File: src/rtl/hex_byte_parser.sv
// hex_byte_parser: pairs ASCII hex digits from uart_rx into bytes and queues them in a FWFT FIFO.
module hex_byte_parser #(
    parameter int FIFO_AW = 2
) (
    input  logic       CLK,
    input  logic       RST,
    input  logic       rx_valid,
    input  logic [7:0] rx_data,
    output logic       out_valid,
    output logic [7:0] out_data,
    input  logic       out_ready,
    output logic       hi_pending,
    output logic       err,
    output logic       overflow
);
    localparam int DEPTH = 1 << FIFO_AW;
    typedef enum logic {S_HI, S_LO} state_t;
    state_t state, state_n;
    logic [3:0] hi, hi_n, nib;
    logic is_hex, is_dig, is_sep, push, err_n, full, pop, wr_en, ovf_n;
    logic [7:0] push_byte;
    logic [7:0] mem [DEPTH];
    logic [FIFO_AW-1:0] rd_ptr, wr_ptr;
    logic [FIFO_AW:0] count;
    always_comb begin
        is_dig = rx_data inside {[8'h30:8'h39]};
        is_hex = is_dig || (rx_data inside {[8'h41:8'h46], [8'h61:8'h66]});
        is_sep = rx_data inside {8'h20, 8'h09, 8'h0D, 8'h0A, 8'h2C};
        // letters A-F/a-f carry 1..6 in their low nibble
        nib = is_dig ? rx_data[3:0] : rx_data[3:0] + 4'd9;
    end
    always_comb begin
        state_n   = state;
        hi_n      = hi;
        push      = 1'b0;
        push_byte = 8'h00;
        err_n     = 1'b0;
        if (rx_valid) begin
            if (state == S_HI) begin
                hi_n    = is_hex ? nib : hi;
                state_n = is_hex ? S_LO : S_HI;
                err_n   = !is_hex && !is_sep;
            end else begin
                state_n   = S_HI;
                push      = is_hex || is_sep;
                push_byte = is_hex ? {hi, nib} : {4'h0, hi};
                err_n     = !is_hex && !is_sep;
            end
        end
    end
    always_comb begin
        out_valid  = count != '0;
        out_data   = out_valid ? mem[rd_ptr] : 8'h00;
        hi_pending = state == S_LO;
        full       = count == (FIFO_AW + 1)'(DEPTH);
        pop        = out_valid && out_ready;
        wr_en      = push && (!full || pop);
        ovf_n      = push && full && !pop;
    end
    always_ff @(posedge CLK or posedge RST) begin
        if (RST) begin
            state    <= S_HI;
            hi       <= 4'h0;
            err      <= 1'b0;
            overflow <= 1'b0;
            rd_ptr   <= '0;
            wr_ptr   <= '0;
            count    <= '0;
        end else begin
            state    <= state_n;
            hi       <= hi_n;
            err      <= err_n;
            overflow <= ovf_n;
            if (pop) rd_ptr <= rd_ptr + 1'b1;
            if (wr_en) wr_ptr <= wr_ptr + 1'b1;
            count <= count + (FIFO_AW + 1)'(wr_en) - (FIFO_AW + 1)'(pop);
        end
    end
    always_ff @(posedge CLK) begin
        if (wr_en) mem[wr_ptr] <= push_byte;
    end
endmodule

File: config.mk
export PLATFORM = sky130hd
export DESIGN_NAME = hex_byte_parser
export DESIGN_NICKNAME = d
export VERILOG_FILES = /design/src/rtl/hex_byte_parser.sv
export SDC_FILE = /design/constraint.sdc
export NUM_CORES = 1
export LEC_CHECK = 0
export ABC_AREA = 1
export CORE_AREA = 2 2 68 70
export DETAILED_ROUTE_END_ITERATION = 6
export DIE_AREA = 0 0 70 72
export DONT_BUFFER_PORTS = 1
export GPL_TIMING_DRIVEN = 0
export PLACE_DENSITY = 0.66
export SLEW_MARGIN = 10
export SYNTH_ARGS = -nofsm -noshare
export SYNTH_HDL_FRONTEND = slang
export SYNTH_SLANG_ARGS = --single-unit
File: constraint.sdc
create_clock -name CLK -period 2.18 [get_ports CLK]
set_input_delay 0.436 -clock CLK [delete_from_list [all_inputs] [get_ports CLK]]
set_output_delay 0.436 -clock CLK [all_outputs]
set_load 0.02 [all_outputs]
==> results.sh <==
export IMPL_ios=24
export IMPL_postPlaceCellArea_sq_mm=0.00237
export IMPL_final_cell_mix="nor2_1, nand2_1, edfxtp_1"
export IMPL_maxSlewHeadroom_pct=43.5
export IMPL_finalNonFillerCells=298
export IMPL_hpwl_mm=2.90
export IMPL_start_kind="primary input"
export IMPL_synth_warnings=0
export IMPL_design_area_sq_mm=0.00250
export IMPL_synth_fp_nets=263
export IMPL_area_delta_synth_final_pct=8.34
export IMPL_fin_tns_setup_ns=0
export IMPL_layout_commonest_cell="nor2_1"
export IMPL_initial_core_util_pct=54.2
export IMPL_antenna_found_initial=0
export IMPL_max_freq_mhz=472
export IMPL_p_leak_nw=1.04
export IMPL_num_vias=1519
export IMPL_status="finished, final reports clean"
export IMPL_endpoint_kind="flop"
export IMPL_fin_crit_sh_pct=97.1
export IMPL_synth_seq_cells=46
export IMPL_first_pass_iters=4
export IMPL_crit_arrival_ns=2.05
export IMPL_path_class="primary input to flop"
export IMPL_viasPerCell=5.10
export IMPL_total_power_mw=2.52
export IMPL_path_max_fanout=8
export IMPL_placedCellCount=291
export IMPL_finalHoldViolCount=0
export IMPL_setup_viol=0
export IMPL_postRouteAntennaNets=0
export IMPL_rows=24
export IMPL_drv_slew=0
export IMPL_power_per_cell_area_mw_per_mm2=1010
export IMPL_die_area_sq_mm=0.00504
export IMPL_diodes=0
export IMPL_syn_area_sq_mm=0.00231
export IMPL_rsz0062_at_grt="yes"
export IMPL_synth_cell_types=25
export IMPL_clock_path_buffers=2
export IMPL_die_h_um=72
export IMPL_gp_congestion=0.790
export IMPL_final_nets=269
export IMPL_required_ns=2.11
export IMPL_synth_area_per_cell_sq_um=9.66
export IMPL_seq_area_frac_synth_pct=56.8
export IMPL_grt_pass1_vias=1490
export IMPL_wire_per_inst_um=13.9
export IMPL_worst_pin_slew_ns=0.844
export IMPL_clk_pin_slew_ns=0.08
export IMPL_peakVddDrop_uv=436
export IMPL_clock_sinks=46
export IMPL_grt_pass1_wl_mm=7.19
export IMPL_numCtsBuffers=5
export IMPL_grtUsageTotal_pct=18.5
export IMPL_clock_skew_final_ns=0.00515
export IMPL_clock_latency_ns=0.30
export IMPL_final_layout_size_suffix_gt1_share_pct=13.0
export IMPL_hold_class="primary input to asynchronous set/reset pin"
export IMPL_grt_max_degree=17
export IMPL_port_buffers=0
export IMPL_finalCriticalPeriod_ns=2.12
export IMPL_drt_iter0_drc=101
export IMPL_root_buffer="clkbuf_8"
export IMPL_die_x_um=70
export IMPL_routed_wl_mm=4.14
export IMPL_remaining_drc_errors=0
export IMPL_cts_tree="built"
export IMPL_fp_coreArea_sq_mm=0.00426
export IMPL_overflow=0
export IMPL_n_fill_cell=387
export IMPL_max_cap_violations=0
export IMPL_netlist_instances=239
export IMPL_htreeDepth=2
[critical path: stages]
cell and delay, ns:
inv_1 0.09, ha_1 0.17, inv_1 0.05, nand3_1 0.08
nand3_1 0.13, nand2_4 0.16, inv_6 0.06, nand2_4 0.08
nand3_4 0.11, nor2_1 0.66
[path summary, 6_finish.rpt]
| kind | from | end | slack [ns] | cells after the start |
|---|---|---|---|---|
| worst max-delay path | rx_data[1] | mem[3][1] | 0.06 | 10 |
| worst min-delay path | RST | count[2] | 0.06 | 1 |
| worst max register to register | count[0] | count[2] | 0.19 | 9 |
| worst min register to register | hi[3] | hi[3] | 0.50 | 2 |
| max in group asynchronous | RST | count[0] | 1.76 | 1 |
| min in group CLK | rx_valid | hi_pending | 0.23 | 1 |
[power by group]
group / internal, mW / total (mW) / leakage [nW] / switching [mW]
clock: 0.220 / 0.506 / 0.0416 / 0.287
combinational: 0.288 / 0.951 / 0.549 / 0.663
sequential: 1.01 / 1.06 / 0.451 / 0.0532
total: 1.52 / 2.52 / 1.04 / 1.00
[synthesized netlist by cell type, drive strengths merged]
cell type  instances  area, sq um
nor2              48          183
nand2             40          173
edfxtp            32          961
inv               31          121
o21ai             24          120
dfrtp             14          350
ha                11          138
a21oi             10         50.1
nand3              9         75.1
xor2               4         35.0
buf                3         15.0
clkbuf             2         7.51
clkinv             2         7.51
nand4              2         12.5
nor3               2         10.0
xnor2              2         17.5
fa                 1         20.0
o211ai             1         7.51
or2                1         6.26
[area by class of cell]
| type | count | area [sq um] | area share [%] |
|---|---|---|---|
| clock buffer | 5 | 68.8 | 2.75 |
| buffer | 4 | 23.8 | 0.950 |
| inverter | 33 | 135 | 5.40 |
| multi-input combinational | 155 | 882 | 35.3 |
| sequential | 46 | 1310 | 52.4 |
| tap | 52 | 65.1 | 2.60 |
| clock inverter | 3 | 16.3 | 0.650 |
[per-stage QoR]
stage / worst slack (ns) / hold WS (ns) / util [%]
after floorplan: 0.0379 / 0.325 / -
after detailed placement: -0.294 / 0.407 / 55.7
after global placement: -0.250 / 0.402 / 55.7
final: 0.0632 / 0.0592 / 58.7
after global routing: -0.109 / 0.116 / 58.7
after CTS: 0.0226 / 0.0797 / 58.3
[sequential cells by signal, indices dropped and copies added, names as in the netlist]
register    cells
err             1
hi_pending      1
overflow        1
hi              4
rd_ptr          2
count           3
mem            32
wr_ptr          2
[cell families after synthesis]
group                      Yosys count  synth area share, %
adders and majority gates           12                 6.83
xor gates and xnor gates             6                 2.28
AOI/OAI and AO/OA                   35                 7.69
and+or+nand+nor                    102                 19.9
buffers and inverters               38                 6.55
DFF                                 46                 56.8
[repair_timing]
item	CTS	global route
hold buffers	0	0
setup endpoints to repair	10	41
hold endpoints to repair	0	0
cloned	0	0
buffers inserted	0	0
pin swaps	1	1
gates resized for setup	10	6
[per-layer routing]
layer / vias to the layer above / share of wire (%) / track usage (%)
met5: - / 0 / 0
met1: 702 / 46 / 25.5
met2: 28 / 49 / 29.9
li1: 783 / - / -
met4: 0 / 1.4 / 6.41
met3: 6 / 3.5 / 3.33
Note: power is estimated with default switching activity, not from simulation.
